`config.mk`:
```
export PLATFORM = sky130hd
export DESIGN_NAME = afpm_io_sequencer
export DESIGN_NICKNAME = d
export VERILOG_FILES = /design/src/rtl/afpm_io_sequencer.sv
export SDC_FILE = /design/constraint.sdc
export NUM_CORES = 1
export LEC_CHECK = 0
export CORE_ASPECT_RATIO = 0.7
export CORE_MARGIN = 2
export CORE_UTILIZATION = 35
export DETAILED_ROUTE_END_ITERATION = 8
export HOLD_SLACK_MARGIN = 0.02
export PLACE_DENSITY = 0.6
export SYNTH_ARGS = -nofsm -noshare
export SYNTH_HDL_FRONTEND = slang
export SYNTH_SLANG_ARGS = --single-unit
export TNS_END_PERCENT = 100
```
`constraint.sdc`:
```
create_clock -name clk -period 3.34 [get_ports clk]
set_input_delay 0.668 -clock clk [delete_from_list [all_inputs] [get_ports clk]]
set_output_delay 0.668 -clock clk [all_outputs]
set_load 0.03 [all_outputs]
```
`src/rtl/afpm_io_sequencer.sv`:
```
// Byte-serial operand loader / result serializer for the log-approximate FP16 multiplier core.
// Optional WAIT-state watchdog is built only when AFPM_SEQ_TIMEOUT_EN is defined.
module afpm_io_sequencer #(
  parameter int TIMEOUT = 16
) (
  input  logic        clk,
  input  logic        rst_n,
  input  logic        ena,
  input  logic        in_valid,
  input  logic [7:0]  byte_a,
  input  logic [7:0]  byte_b,
  output logic        in_ready,
  output logic [15:0] mul_a,
  output logic [15:0] mul_b,
  output logic        mul_start,
  input  logic        mul_done,
  input  logic [15:0] mul_result,
  output logic [7:0]  out_byte,
  output logic        out_valid,
  output logic        busy,
  output logic        overrun,
  output logic        timeout_err
);

  typedef enum logic [2:0] {
    S_IDLE,
    S_LOAD_HI,
    S_START,
    S_WAIT,
    S_OUT_LO,
    S_OUT_HI
  } state_t;

  if (TIMEOUT < 1 || TIMEOUT > 255) begin : g_bad_timeout
    $error("afpm_io_sequencer: TIMEOUT must be in 1..255");
  end

  state_t      state_reg, state_next;
  logic [15:0] mul_a_reg, mul_a_next;
  logic [15:0] mul_b_reg, mul_b_next;
  logic [15:0] result_reg, result_next;
  logic        in_ready_reg, in_ready_next;
  logic        mul_start_reg, mul_start_next;
  logic [7:0]  out_byte_reg, out_byte_next;
  logic        out_valid_reg, out_valid_next;
  logic        busy_reg, busy_next;
  logic        overrun_reg, overrun_next;
  logic        accept;

`ifdef AFPM_SEQ_TIMEOUT_EN
  logic [7:0]  cnt_reg, cnt_next;
  logic        timeout_err_reg, timeout_err_next;
`endif

  // in_ready is registered, so acceptance is judged against what the source saw this cycle.
  assign accept = ena && in_valid && in_ready_reg;

  always_comb begin
    state_next   = state_reg;
    mul_a_next   = mul_a_reg;
    mul_b_next   = mul_b_reg;
    result_next  = result_reg;
    overrun_next = overrun_reg;
`ifdef AFPM_SEQ_TIMEOUT_EN
    cnt_next         = cnt_reg;
    timeout_err_next = timeout_err_reg;
`endif

    if (ena) begin
      if (in_valid && !in_ready_reg) begin
        overrun_next = 1'b1;
      end
      case (state_reg)
        S_IDLE: begin
          if (accept) begin
            mul_a_next[7:0] = byte_a;
            mul_b_next[7:0] = byte_b;
            overrun_next    = 1'b0;
`ifdef AFPM_SEQ_TIMEOUT_EN
            timeout_err_next = 1'b0;
`endif
            state_next      = S_LOAD_HI;
          end
        end
        S_LOAD_HI: begin
          if (accept) begin
            mul_a_next[15:8] = byte_a;
            mul_b_next[15:8] = byte_b;
            state_next       = S_START;
          end
        end
        S_START: begin
`ifdef AFPM_SEQ_TIMEOUT_EN
          cnt_next = 8'd0;
`endif
          state_next = S_WAIT;
        end
        S_WAIT: begin
          if (mul_done) begin
            result_next = mul_result;
            state_next  = S_OUT_LO;
          end
`ifdef AFPM_SEQ_TIMEOUT_EN
          // A done arriving on the expiry cycle takes priority over the qNaN substitute.
          else if (cnt_reg == 8'(TIMEOUT - 1)) begin
            result_next      = 16'h7E00;
            timeout_err_next = 1'b1;
            state_next       = S_OUT_LO;
          end else begin
            cnt_next = cnt_reg + 8'd1;
          end
`endif
        end
        S_OUT_LO: state_next = S_OUT_HI;
        S_OUT_HI: state_next = S_IDLE;
        default:  state_next = S_IDLE;
      endcase
    end

    // Outputs are decoded from the next state so they appear registered with the state.
    in_ready_next  = (state_next == S_IDLE) || (state_next == S_LOAD_HI);
    mul_start_next = (state_next == S_START);
    out_valid_next = (state_next == S_OUT_LO) || (state_next == S_OUT_HI);
    busy_next      = (state_next != S_IDLE);
    out_byte_next  = 8'h00;
    if (state_next == S_OUT_LO) begin
      out_byte_next = result_next[7:0];
    end else if (state_next == S_OUT_HI) begin
      out_byte_next = result_next[15:8];
    end
  end

  always_ff @(posedge clk or negedge rst_n) begin
    if (!rst_n) begin
      state_reg     <= S_IDLE;
      mul_a_reg     <= 16'h0000;
      mul_b_reg     <= 16'h0000;
      result_reg    <= 16'h0000;
      in_ready_reg  <= 1'b1;
      mul_start_reg <= 1'b0;
      out_byte_reg  <= 8'h00;
      out_valid_reg <= 1'b0;
      busy_reg      <= 1'b0;
      overrun_reg   <= 1'b0;
    end else begin
      state_reg     <= state_next;
      mul_a_reg     <= mul_a_next;
      mul_b_reg     <= mul_b_next;
      result_reg    <= result_next;
      in_ready_reg  <= in_ready_next;
      mul_start_reg <= mul_start_next;
      out_byte_reg  <= out_byte_next;
      out_valid_reg <= out_valid_next;
      busy_reg      <= busy_next;
      overrun_reg   <= overrun_next;
    end
  end

`ifdef AFPM_SEQ_TIMEOUT_EN
  always_ff @(posedge clk or negedge rst_n) begin
    if (!rst_n) begin
      cnt_reg         <= 8'd0;
      timeout_err_reg <= 1'b0;
    end else begin
      cnt_reg         <= cnt_next;
      timeout_err_reg <= timeout_err_next;
    end
  end

  assign timeout_err = timeout_err_reg;
`else
  assign timeout_err = 1'b0;
`endif

  assign in_ready  = in_ready_reg;
  assign mul_a     = mul_a_reg;
  assign mul_b     = mul_b_reg;
  assign mul_start = mul_start_reg;
  assign out_byte  = out_byte_reg;
  assign out_valid = out_valid_reg;
  assign busy      = busy_reg;
  assign overrun   = overrun_reg;

endmodule

```
==> reports/metrics.sh, run 1 <==
MAX_SLEW.WORST_PIN.SLEW_NS=1.063
R2R_SETUP_SLACK_NS=1.24
FIRST_ITER_VIOLATIONS=70
CRIT-REG2REG-LAUNCH='state_reg[1]'
TRITONCTS='yes'
GRT.OVERFLOW.TOTAL=0
POST_CTS.REPAIR.SETUP_BUFFERS=0
WORSTREGTOREGCELLS=4
FIRST_PASS_ITERS=4
ROUTE.DETAILED.VIAS_PER_INST=4.762
CLK_ROOT_BUFFER_CELL='sky130_fd_sc_hd__clkbuf_8'
SYN_AVG_CELL_AREA_UM2=13.45
ELEMENT_TYPE_AT_THE_CRITICAL_PATH_END='flip-flop'
LAYOUT_MIN_CYCLE_TIME_NS=2.544
CRIT_PATH_START='ena'
SYNTH.AREA.TOP_CELLS='sky130_fd_sc_hd__dfrtp_1 59%, sky130_fd_sc_hd__mux2_2 14%, sky130_fd_sc_hd__nand2_1 3.5%'
REPORT.FINAL.SETUP_VIOL=0
CRIT_REQUIRED_NS=3.58
SYNTH_SEQUENTIAL_AREA_RATIO_PCT=60.20
PATH_DELAY_FAMILY='simple AND/OR/NAND/NOR gates'
FMAX_MHz=393.1
CORE.ROWCOUNT=26
STATUS='finished clean'
CRITICAL_PATH.MAX_STAGE_DELAY_NS=0.70
ANTENNA_LEFT=0
WORSTPATHBUFFERINVERTERCOUNT=1
TIMING.HOLD.WORST.START='result_reg[5]'
MAX-CAP-VIOLATIONS=0
TIMING.FINAL.CRIT_SHARE_PCT=76.16
TOTALNEGATIVESETUPSLACK_NS=0
INITIAL_CORE_UTIL_PCT=36.38
CP_NUM_CELLS=5
SYNTH.LIB_CELLS_USED.DISTINCT=36
NUMBER_OF_GLOBAL_ROUTE_VIAS_BEFORE_REPAIR=1879
CP.ARRIVAL_NS=2.78
GRT_ANTENNA_BEFORE_REPAIR=0
WIRE_LENGTH_OF_THE_FIRST_GLOBAL_ROUTING_PASS_UM=9770
VDD.IR_DROP.WORST_uV=373.7
SYN_AREA_MM2=0.002663
DIE_W_UM=108.2
GRT_START_MAX_NET_PINS=49
SYNTHTOLAYOUTAREAGROWTH_PCT=40.51
YOSYSMOSTFREQUENTCELL='sky130_fd_sc_hd__dfrtp_1'
YOSYSWARNINGCOUNT=0
POSTSYNTHNETCOUNT=235
POST_SYNTH_ARST_SHARE_PCT=100.0
POST_ROUTE_CELLS_DRIVE_ABOVE_1_SHARE_PCT=21.83
P_LEAK_uW=0.001730
PLACED_CELL_COUNT=366
DRC_ERRORS=0
POWER.DENSITY_CELL_AREA_mW_PER_MM2=973.4
CLOCK_SINK_COUNT=64
DIE_HEIGHT_UM=76.98
PLACE.PORT_BUFFERS=81
NUMBER_OF_CTS_INSERTED_BUFFERS=9
CRIT_PATH_CELL_TRACE='clkdlybuf4s50_1 > and4b_1 > and2_1 > nand2_1 > a311oi_1'
CORE_BOX_AREA_MM2=0.007320
POST_SYNTH_EDFFS=0
WORST_SETUP_PATH_START_KIND='input pin'
WORSTSETUPPATHTYPE='input pin to flip-flop'
CRITPATHCAPTURE='out_byte[1]'
WORST_HOLD_CLASS='flip-flop to flip-flop'
GRT_UTIL_ALL_LAYERS_PCT=15.59
WL_PER_CELL_UM=15.37
TIMING.CRITICAL_PATH.SLOWEST_STAGE_CELL='sky130_fd_sc_hd__clkdlybuf4s50_1'
VIA_COUNT=1819
NUMBER_OF_SYNTHESIZED_REGISTER_BITS=64
CLOCK_PATH_BUFFERS=2
RSZ_0062_RAISED_AFTER_GLOBAL_ROUTING='no'
MAXSLEWVIOLCOUNT=0
SYN_INST=198
NETS=316
DETAILED_PLACE_HPWL_UM=4039
TOTAL_LENGTH_OF_ROUTED_WIRES_UM=5870
YOSYSTOPAREACELLSHARE_PCT=59.21
SYNTH_TOP_CELL_BY_AREA='sky130_fd_sc_hd__dfrtp_1'
SYNTH-MAIN-FF-CELL='sky130_fd_sc_hd__dfrtp_1'
N_ANTENNA_CELL=0
TIMING.CRITICAL_PATH.FANOUT_MAX=11
SYNTH.TOP_CELLS.BY_COUNT='63 x sky130_fd_sc_hd__dfrtp_1, 32 x sky130_fd_sc_hd__mux2_2, 25 x sky130_fd_sc_hd__nand2_1'
LAYOUT.FILLER_CELLS=665
CTS_HOLD_BUF=0
CTS_RESIZED=0
WORSTSKEWPAIRLATENCY_NS=0.34
CTS.CLK_SLEW.WORST_PATHS_NS=0.08
MAX_SLEW_MARGIN_PCT=29.11
CTSHTREEMAXLEVEL=3
CRIT-REG2REG-CAPTURE='busy'
LAYOUT.CELLS.NON_FILLER=382
DIE_AREA_MM2=0.008332
FINCLKSKEW_NS=0.009360
NUMBER_OF_I_O_PINS=83
GP_CONGESTION=0.7896
FINAL_HOLD_VIOL_COUNT=0
[worst register-to-register path, stage by stage, from the launching register on]
cell and delay (ns):
sky130_fd_sc_hd__dfrtp_1 0.73, sky130_fd_sc_hd__a21oi_1 0.15, sky130_fd_sc_hd__a211o_1 0.46, sky130_fd_sc_hd__and2_4 0.26, sky130_fd_sc_hd__or3b_1 0.38
[cells in the final DEF (no fill, tap or decap), types with 2 or more instances in the layout]
cell type                          n
sky130_fd_sc_hd__clkdlybuf4s50_1  80
sky130_fd_sc_hd__dfrtp_1          63
sky130_fd_sc_hd__mux2_2           32
sky130_fd_sc_hd__nand2_1          25
sky130_fd_sc_hd__clkbuf_8         10
sky130_fd_sc_hd__and3_1            8
sky130_fd_sc_hd__a21o_1            8
sky130_fd_sc_hd__a221oi_1          8
sky130_fd_sc_hd__a311oi_1          6
sky130_fd_sc_hd__inv_1             4
sky130_fd_sc_hd__a21oi_1           3
sky130_fd_sc_hd__buf_4             3
sky130_fd_sc_hd__nand2_2           2
sky130_fd_sc_hd__o21ai_0           2
sky130_fd_sc_hd__nor2_1            2
sky130_fd_sc_hd__a311oi_2          2
sky130_fd_sc_hd__bufinv_16         2
sky130_fd_sc_hd__clkinv_4          2
sky130_fd_sc_hd__clkinvlp_4        2
[layer usage]
| metal | vias to the layer above | global-route usage [%] | share of wire (%) |
|---|---|---|---|
| met5 | - | 0 | 0 |
| met4 | 0 | 5.769 | 0.60 |
| met3 | 2 | 5.187 | 5.9 |
| met2 | 55 | 21.76 | 45 |
| met1 | 887 | 22.37 | 49 |
| li1 | 875 | - | - |
[cell families after synthesis]
family          share of synthesized area [%]
buf+inv                                 4.417
mux                                     13.53
flops                                   60.20
simple gates                            10.06
compound gates                          11.65
other cells                            0.1408
[per-stage QoR]
step	power, µW	setup slack [ns]	utilization, %	cell area (µm²)	hold slack, ns
after CTS	3684	0.8119	51.11	3741	0.4798
after global routing	3859	0.6493	51.11	3741	0.4930
final	3641	0.7964	51.11	3741	0.4788
after detailed placement	2917	0.4524	47.97	3511	0.4598
after floorplan	2311	1.357	-	2663	0.3724
after global placement	2901	0.5513	47.97	3511	0.4554
[report_power, final]
| group | leakage [µW] | switching [µW] | internal (µW) |
|---|---|---|---|
| registers | 0.000823 | 201 | 1110 |
| clock network | 0.000109 | 304 | 443 |
| logic | 0.000798 | 872 | 715 |
[final cells by class]
cell class,instances,area (µm²),area share [%]
clock inverter,6,92.59,2.475
clock buffer,10,137.6,3.679
sequential,64,1603,42.84
inverter,4,15.01,0.4013
timing repair buffer,84,828.3,22.14
multi-input combinational,116,942.2,25.18
tap,98,122.6,3.278
[worst min path at each step]
stage | to | depth (start not counted)
floorplan | busy | 0
global placement | result_reg[11] | 2
detailed placement | result_reg[8] | 2
CTS | result_reg[9] | 2
global route | result_reg[4] | 1
finish | result_reg[5] | 1
Power figures use the tool's default switching activity.
==> run 2, diff against run 1 <==
clock period = 2.4 ns   (was 3.34 ns; I/O delays follow)
==> reports/metrics.sh, run 2 (synthesized netlist as in run 1, its figures left out) <==
NETS=326
RSZ_0062_RAISED_AFTER_GLOBAL_ROUTING='no'
POST-ROUTE-UTIL_PCT=51.69
WIRE_LENGTH_OF_THE_FIRST_GLOBAL_ROUTING_PASS_UM=9466
GRT_MOST_USED_LAYER='met2'
TIMING.CRITICAL_PATH.SLOWEST_STAGE_CELL='sky130_fd_sc_hd__clkdlybuf4s50_1'
FIRST_ITER_VIOLATIONS=61
ANTENNA_LEFT=0
STATUS='finished clean'
INITIAL_CORE_UTIL_PCT=36.38
POST_ROUTE_CELLS_DRIVE_ABOVE_1_SHARE_PCT=23.89
GRT_UTIL_ALL_LAYERS_PCT=15.27
GRT_START_MAX_NET_PINS=65
TIMING.CRITICAL_PATH.FANOUT_MAX=5
LAYOUT.FILLER_CELLS=664
CP_NUM_CELLS=1
GR_MET1_DEMAND_RESOURCE_PCT=21.45
TRITONCTS='yes'
NUMBER_OF_I_O_PINS=83
CTS_HOLD_BUF=0
GRT.OVERFLOW.TOTAL=0
DIE_HEIGHT_UM=76.98
SYNTHTOLAYOUTAREAGROWTH_PCT=42.11
CORE.ROWCOUNT=26
DIE_AREA_MM2=0.008332
CLOCK_SINK_COUNT=64
N_ANTENNA_CELL=0
CTS.CLK_SLEW.WORST_PATHS_NS=0.07
POST_CTS.REPAIR.SETUP_BUFFERS=0
GP_CONGESTION=0.7546
CTS_RESIZED=0
MET3_USAGE_PCT=6.037
MAX_SLEW_MARGIN_PCT=59.00
CRITPATHCAPTURE='in_ready'
DIE_W_UM=108.2
CLOCK_PATH_BUFFERS=2
MAXSLEWVIOLCOUNT=0
CTSHTREEMAXLEVEL=3
POSTPLACECELLAREA_MM2=0.003611
FINAL_COMMON_CELL='sky130_fd_sc_hd__clkdlybuf4s50_1'
VDD.IR_DROP.WORST_uV=503.0
ELEMENT_TYPE_AT_THE_CRITICAL_PATH_END='output pin'
WORSTSETUPPATHTYPE='flip-flop to output pin'
DETAILED_PLACE_HPWL_UM=4176
CRITICAL_PATH.MAX_STAGE_DELAY_NS=0.69
MAX-CAP-VIOLATIONS=0
R2R_SETUP_SLACK_NS=0.46
NUMBER_OF_GLOBAL_ROUTE_VIAS_BEFORE_REPAIR=1856
STDCELL_AREA_MM2=0.003784
FINCLKSKEW_NS=0.007044
WORST_SETUP_PATH_START_KIND='flip-flop'
WORSTSKEWPAIRLATENCY_NS=0.33
CRIT-REG2REG-CAPTURE='out_byte[1]'
CRIT_REQUIRED_NS=1.92
WORST_HOLD_CLASS='input pin to asynchronous set/reset pin'
LAYOUT_MIN_CYCLE_TIME_NS=2.094
NUMBER_OF_CTS_INSERTED_BUFFERS=9
TOTALNEGATIVESETUPSLACK_NS=0
REPORT.FINAL.SETUP_VIOL=0
DRC_ERRORS=0
P_LEAK_uW=0.001765
MAX_SLEW.WORST_PIN.SLEW_NS=0.6150
TOTAL_LENGTH_OF_ROUTED_WIRES_UM=5865
WORSTPATHBUFFERINVERTERCOUNT=1
PLACE.PORT_BUFFERS=81
GRT_ANTENNA_BEFORE_REPAIR=0
FINAL_HOLD_VIOL_COUNT=0
CLK_ROOT_BUFFER_CELL='sky130_fd_sc_hd__clkbuf_8'
CRIT_PATH_START='in_ready'
TIMING.FINAL.CRIT_SHARE_PCT=87.24
GLOBALROUTEMET2UTIL_PCT=21.64
FIRST_PASS_ITERS=4
WL_PER_CELL_UM=15.00
WORSTREGTOREGCELLS=5
CP.ARRIVAL_NS=1.61
CRIT-REG2REG-LAUNCH='state_reg[1]'
FMAX_MHz=477.6
ROUTE.DETAILED.VIAS_PER_INST=4.811
CORE_BOX_AREA_MM2=0.007320
PATH_DELAY_FAMILY='buffers and inverters'
COMMONEST_NON_FILL_NON_TAP_CELLS_IN_THE_LAYOUT='80 x sky130_fd_sc_hd__clkdlybuf4s50_1, 63 x sky130_fd_sc_hd__dfrtp_1, 32 x sky130_fd_sc_hd__mux2_2'
CRIT_PATH_CELL_TRACE='clkdlybuf4s50_1'
FINALHOLDWORSTSLACK_NS=0.1519
VIA_COUNT=1881
POWER.DENSITY_CELL_AREA_mW_PER_MM2=1298
==> run 2: final cells by class <==
cell class / count / area, µm² / share of cell area [%]
Sequential cell: 64 / 1603 / 42.36
Clock inverter: 3 / 17.52 / 0.4630
Timing Repair Buffer: 94 / 928.4 / 24.54
Multi-Input combinational cell: 116 / 942.2 / 24.90
Tap cell: 98 / 122.6 / 3.241
Clock buffer: 12 / 155.1 / 4.101
Inverter: 4 / 15.01 / 0.3968
==> run 2: where the power goes <==
group / switching [µW] / leakage, µW / total (µW) / internal, µW
clock: 384 / 0.0000882 / 806 / 422
sequential: 261 / 0.000823 / 1800 / 1540
combinational: 1250 / 0.000853 / 2300 / 1060
==> run 2: metal layers <==
layer  wire, µm  share of wire, %  vias to the layer above
li1           -                 -                      898
met1       2879                49                      925
met2       2580                44                       52
met3        347               5.9                        6
met4         58              0.99                        0
met5          0                 0                        -
==> run 2: metrics by stage <==
| stage | cells | power [µW] | worst slack (ns) |
|---|---|---|---|
| finish | 391 | 4912 | 0.3063 |
| global route | 391 | 5215 | 0.2399 |
| CTS | 391 | 4977 | 0.2743 |
| floorplan | 198 | 3217 | 0.5333 |
| detailed placement | 376 | 4148 | 0.04437 |
| global placement | 376 | 4115 | 0.1679 |
==> run 2: how the worst min path moves through the flow <==
stage	startpoint	endpoint	depth (start not counted)
after floorplan	rst_n	busy	0
after global placement	result_reg[12]	result_reg[12]	2
after detailed placement	result_reg[9]	result_reg[9]	2
after CTS	rst_n	mul_a[14]	2
after global routing	rst_n	mul_a[7]	2
final	rst_n	mul_a[14]	2
==> variant 1: new RTL, settings of run 2 <==
Build with the macro `AFPM_SEQ_TIMEOUT_EN` defined.
--- a/src/rtl/afpm_io_sequencer.sv
+++ b/src/rtl/afpm_io_sequencer.sv
@@ -1,5 +1,7 @@
 // Byte-serial operand loader / result serializer for the log-approximate FP16 multiplier core.
 // Optional WAIT-state watchdog is built only when AFPM_SEQ_TIMEOUT_EN is defined.
+`define AFPM_SEQ_TIMEOUT_EN
+
 module afpm_io_sequencer #(
   parameter int TIMEOUT = 16
 ) (
Behaviour: same outputs for any inputs over 4 cycles, from zero or initial values and one cycle with rst_n low; that may be too few to reach the edited logic, so the function may still have changed.
==> variant 1 against run 2 <==
Routed wire length grew 12%; synthesized area rose by 14%; worst setup slack got worse by 3.8 ps; sequential share of layout area shrank 0.34 points; design area rose by 15%; utilization down 0.17 points; non-clock buffer count stayed put; register-to-register slack lost 130 ps; clock skew is 1.9 ps lower; global-route usage up 0.24 points; total power is 19% higher; sequential cell count increased by 9; critical endpoint is now out_byte[3]$_DFF_PN0_; largest power group unchanged.
==> variant 1: results (changes against run 2) <==
INFO  route          detailroute.wirelength.met2=2.84mm [+9.9%]
INFO  yosys          synth.cells.most_frequent=sky130_fd_sc_hd__dfrtp_1, sky130_fd_sc_hd__mux2_2, sky130_fd_sc_hd__a22o_1, sky130_fd_sc_hd__nand2_1, sky130_fd_sc_hd__o21ai_0
INFO  setup_path     path_delay_family=simple AND/OR/NAND/NOR gates
INFO  clocking       cts_root_buf=sky130_fd_sc_hd__clkbuf_16
INFO  global_route   grt_total_usage=15.5% [+0.24 points]
INFO  global_route   grt_pass1_wl=11.1mm [+17%]
INFO  timing         tightestPinTransition=458ps [-157 ps]
INFO  finish         total_number_of_nets_in_the_final_design=360 [+10%]
INFO  finish         final_layout_size_suffix_gt1_share=21.7% [-2.2 points]
INFO  placed_design  place_area=0.00406mm² [+12%]
INFO  placed_design  finalWeightedCongestion=0.753 [-0.25%]
INFO  route          drt-vias-per-instance=4.80 [-0.30%]
INFO  global_route   met3_usage=4.43% [-1.6 points]
INFO  setup_path     critical_path_arrival=2350ps [+740 ps]
INFO  yosys          synth_sequential_area_ratio=60.2% [about the same]
INFO  yosys          postSynthNetCount=264 [+12%]
INFO  placed_design  dpl_worst_slack=-20.1ps [-64.5 ps]
INFO  yosys          netlist-cell-type-count=46 [+28%]
INFO  placed_design  detailedPlacementHpwl=4.64mm [+11%]
INFO  setup_path     worst_path_largest_cell_delay=600ps [-90 ps]
INFO  global_route   groute.layer.met1.usage=22.4% [+0.92 points]
INFO  timing         fin_skew=5.10ps [-1.94 ps]
INFO  route          dr_wl_met3=281µm [-19%]
INFO  status         run_status=complete, no violations
INFO  global_route   grt.met2_usage=22.1% [+0.47 points]
INFO  yosys          synth-compound-area-share=15.3% [+3.7 points]
INFO  yosys          synth.area.mux_share=11.9% [-1.7 points]
INFO  placed_design  buffer_ports.inserted=82 [+1.2%]
INFO  route          detail_route.wirelength.met1=3.37mm [+17%]
INFO  route          detail_route.wl_per_cell=14.7µm [-1.9%]
INFO  route          detail_route.iter0.violations=60 [-1.6%]
INFO  power_and_ir_drop power.static_leakage=1.87nW [+5.9%]
INFO  setup_path     worst_setup_path_startpoint=ena
INFO  power_and_ir_drop worst_ir_drop_vdd=0.595mV [+18%]
INFO  global_route   grt_pass1_vias=2183 [+18%]
INFO  setup_path     rr_startpoint=cnt_reg[0]$_DFFE_PN0P_
INFO  yosys          synth_adder_area_share=0.412% [+0.41 points]
INFO  finish         n_fill_cell=746 [+12%]
INFO  setup_path     critical_path_fanout_max=8 [+3]
-- variant 1: cell count changes after synthesis, moves of 6 or more --
cell	before	now
sky130_fd_sc_hd__a21o_1	8	0
sky130_fd_sc_hd__a221oi_1	8	0
sky130_fd_sc_hd__a22o_1	0	18
sky130_fd_sc_hd__a311oi_1	6	0
sky130_fd_sc_hd__dfrtp_1	63	72
sky130_fd_sc_hd__nand2_1	25	15
sky130_fd_sc_hd__nor2_1	2	8
sky130_fd_sc_hd__o21ai_0	2	15
sky130_fd_sc_hd__o22a_1	0	6
-- variant 1: path summary, 6_finish.rpt --
path / end / depth (start not counted) / slack [ps]
worst max-delay path: out_byte[3]$_DFF_PN0_ / 6 / 300
worst min-delay path: mul_b[1]$_DFFE_PN0P_ / 1 / 100
worst max register to register: out_byte[3]$_DFF_PN0_ / 6 / 330
worst min register to register: mul_a[5]$_DFFE_PN0P_ / 1 / 480
max in group asynchronous: cnt_reg[7]$_DFFE_PN0P_ / 2 / 1740
min in group clk: mul_a[5]$_DFFE_PN0P_ / 1 / 480
-- variant 1: layout make-up --
type / count / area (µm²) / area share (%)
flip-flops and latches: 73 / 1830 / 42.0
multi-input cells: 136 / 1100 / 25.4
repair buffers: 94 / 946 / 21.7
clock buffers: 12 / 246 / 5.67
well taps: 120 / 150 / 3.45
clock inverters: 4 / 45.0 / 1.04
inverters: 8 / 30.0 / 0.690
-- variant 1: logic make-up after synthesis --
kind of cell	Yosys count
buf+inv	17
compound gates	60
fa+ha+maj	1
mux	32
flops	73
simple gates	43
-- variant 1: worst register-to-register path, cell delays in order, from the launching register on --
cell	delay, ps
sky130_fd_sc_hd__dfrtp_1	380
sky130_fd_sc_hd__ha_1	220
sky130_fd_sc_hd__and4b_1	340
sky130_fd_sc_hd__a21oi_1	140
sky130_fd_sc_hd__nand2b_1	350
sky130_fd_sc_hd__a22o_1	290
sky130_fd_sc_hd__a22o_1	230
-- variant 1: power by group --
| part | total, W | leakage (nW) | internal, W | switching (W) |
|---|---|---|---|---|
| clock | 0.00130 | 0.146 | 0.000828 | 0.000474 |
| combinational | 0.00250 | 0.808 | 0.00116 | 0.00134 |
| sequential | 0.00204 | 0.914 | 0.00175 | 0.000291 |
| total | 0.00584 | 1.87 | 0.00373 | 0.00210 |
-- variant 1: metrics by stage --
| step | util (%) | TNS [ps] | total power (W) | std cells |
|---|---|---|---|---|
| floorplan | - | 0 | 0.00358 | 226 |
| global placement | 48.1 | 0 | 0.00456 | 431 |
| detailed placement | 48.1 | -92.4 | 0.00457 | 431 |
| CTS | 51.5 | 0 | 0.00591 | 447 |
| global route | 51.5 | 0 | 0.00618 | 447 |
| finish | 51.5 | 0 | 0.00584 | 447 |
==> variant 2: new RTL, flow settings as in run 2 <==
Without the edit above. `result_reg` no longer has a reset.
--- a/src/rtl/afpm_io_sequencer.sv
+++ b/src/rtl/afpm_io_sequencer.sv
@@ -135,7 +135,6 @@
       state_reg     <= S_IDLE;
       mul_a_reg     <= 16'h0000;
       mul_b_reg     <= 16'h0000;
-      result_reg    <= 16'h0000;
       in_ready_reg  <= 1'b1;
       mul_start_reg <= 1'b0;
       out_byte_reg  <= 8'h00;
@@ -146,7 +145,6 @@
       state_reg     <= state_next;
       mul_a_reg     <= mul_a_next;
       mul_b_reg     <= mul_b_next;
-      result_reg    <= result_next;
       in_ready_reg  <= in_ready_next;
       mul_start_reg <= mul_start_next;
       out_byte_reg  <= out_byte_next;
@@ -154,6 +152,10 @@
       busy_reg      <= busy_next;
       overrun_reg   <= overrun_next;
     end
+  end
+
+  always_ff @(posedge clk) begin
+    result_reg <= result_next;
   end
 
 `ifdef AFPM_SEQ_TIMEOUT_EN
Check against the original RTL: no difference found for any inputs over 10 cycles, from zero or initial values and one cycle with rst_n low; that may be too few to reach the edited logic, so the function may still have changed.
==> variant 2 against run 2 <==
Combinational power hardly changed; sequential cell count unchanged; synthesized cell count unchanged; clock skew decreased by 0.83 ps; routed wire length is 2.4% lower; total power up 2.1%; worst setup slack worse by 2.8 ps; design area decreased by 1.8%; maximum frequency shrank 0.14%; largest cell class unchanged; synthesized area down 3.0%; critical endpoint unchanged; critical path type unchanged; critical path depth stayed put.
==> variant 2: results (changes against run 2) <==
INFO  global_route   grt_total_usage=15.0% [-0.30 points]
INFO  global_route   grt_pass1_wl=9.06mm [-4.3%]
INFO  route          detail_route.wirelength.met1=2.80mm [-2.9%]
INFO  status         run_status=complete, no violations
INFO  timing         holdWs=118ps [-33.6 ps]
INFO  timing         tightestPinTransition=623ps [+8.11 ps]
INFO  hold_path      hold_path_class=in -> async
INFO  power_and_ir_drop worst_ir_drop_vdd=0.678mV [+35%]
INFO  clocking       cts_root_buf=sky130_fd_sc_hd__clkbuf_8
INFO  power_and_ir_drop power.static_leakage=1.70nW [-3.5%]
INFO  clocking       clk_transition_reported_paths=70ps [about the same]
INFO  clocking       worst_skew_pair_latency=330ps [about the same]
INFO  global_route   grt_pass1_vias=1807 [-2.6%]
INFO  setup_path     rr_startpoint=state_reg[1]$_DFF_PN0_
INFO  route          dr_wl_met3=306µm [-12%]
INFO  global_route   grt_max_degree=49 [-25%]
INFO  route          dr_total_vias=1890 [+0.48%]
INFO  yosys          synth_sequential_area_ratio=59.0% [-1.2 points]
INFO  route          detailroute.wirelength.met2=2.57mm [-0.58%]
INFO  yosys          synth.cells.most_frequent=sky130_fd_sc_hd__dfrtp_1, sky130_fd_sc_hd__mux2_2, sky130_fd_sc_hd__nand2_1, sky130_fd_sc_hd__dfxtp_1
INFO  timing         number_of_setup_violations_in_the_final_report=0 [unchanged]
INFO  finish         total_number_of_nets_in_the_final_design=324 [-0.61%]
INFO  route          detail_route.iter0.violations=56 [-8.2%]
INFO  yosys          post_synth_main_area_contributors=sky130_fd_sc_hd__dfrtp_1, sky130_fd_sc_hd__mux2_2, sky130_fd_sc_hd__dfxtp_1, sky130_fd_sc_hd__nand2_1, sky130_fd_sc_hd__a221oi_1
INFO  placed_design  detailedPlacementHpwl=4.05mm [-3.1%]
INFO  timing         fin_skew=6.21ps [-0.830 ps]
INFO  clocking       post_cts_setup_driven_buffer_insertion_count=0 [unchanged]
INFO  yosys          synth_enable_flop_cells=0 [unchanged]
INFO  setup_path     r2r_slack=450ps
INFO  finish         final_layout_size_suffix_gt1_share=23.3% [-0.60 points]
INFO  placed_design  finalWeightedCongestion=0.796 [+5.5%]
INFO  yosys          postSynthNetCount=235 [unchanged]
INFO  route          detail_route.wl_per_cell=14.7µm [-2.2%]
INFO  setup_path     worstReg2RegEnd=out_byte[1]$_DFF_PN0_
INFO  global_route   grt_antenna_before_repair=0 [unchanged]
INFO  yosys          netlist-cell-type-count=37 [+2.8%]
INFO  yosys          async_flop_share=75.0% [-25 points]
variant 2: cell count changes in the layout (fill, tap and decap cells not counted):
| cell | delta |
|---|---|
| sky130_fd_sc_hd__clkbuf_1 | +1 |
| sky130_fd_sc_hd__dfxtp_1 | +16 |
| sky130_fd_sc_hd__bufinv_16 | +1 |
| sky130_fd_sc_hd__clkinvlp_4 | -1 |
| sky130_fd_sc_hd__buf_4 | -2 |
| sky130_fd_sc_hd__dfrtp_1 | -16 |
variant 2: worst max path at each step:
stage                       startpoint                     to  slack, ps  cells after the start
floorplan           in_ready$_DFF_PN1_  mul_a[10]$_DFFE_PN0P_        530                      4
global placement                   ena  out_byte[4]$_DFF_PN0_         60                      5
detailed placement                 ena  out_byte[7]$_DFF_PN0_         20                      5
CTS                 in_ready$_DFF_PN1_               in_ready        280                      1
global route        in_ready$_DFF_PN1_               in_ready        240                      1
finish              in_ready$_DFF_PN1_               in_ready        300                      1
variant 2: per-stage QoR:
stage,instance area [µm²],power (W),util (%),worst slack (ps),cells
CTS,3710,0.00507,51.4,278,390
detailed placement,3520,0.00413,48.7,24.1,374
floorplan,2580,0.00322,-,533,198
finish,3710,0.00502,51.4,304,390
global placement,3520,0.00410,48.7,58.1,374
global route,3710,0.00531,51.4,237,390
variant 2: metal layers:
| metal | vias up | global-route usage (%) |
|---|---|---|
| li1 | 895 | - |
| met3 | 6 | 4.62 |
| met2 | 66 | 22.4 |
| met5 | - | 0 |
| met1 | 923 | 20.2 |
| met4 | 0 | 6.93 |
variant 2: layout make-up:
class | instances | area (µm²)
fill | 660 | 3510
sequential | 64 | 1520
multi-input combinational | 116 | 942
timing repair buffer | 92 | 913
clock buffer | 13 | 159
tap | 98 | 123
clock inverter | 3 | 40.0
inverter | 4 | 15.0
variant 2: logic make-up after synthesis:
| family | share of synthesized area [%] |
|---|---|
| AOI/OAI and AO/OA | 12.0 |
| buffers and inverters | 4.55 |
| DFF | 59.0 |
| muxes | 14.0 |
| other | 0.145 |
| and+or+nand+nor | 10.4 |
variant 2: where the power goes:
part	internal, W	switching, W	leakage (nW)	total (W)
logic	0.00105	0.00124	0.843	0.00230
clock network	0.000534	0.000379	0.103	0.000913
registers	0.00154	0.000265	0.757	0.00181
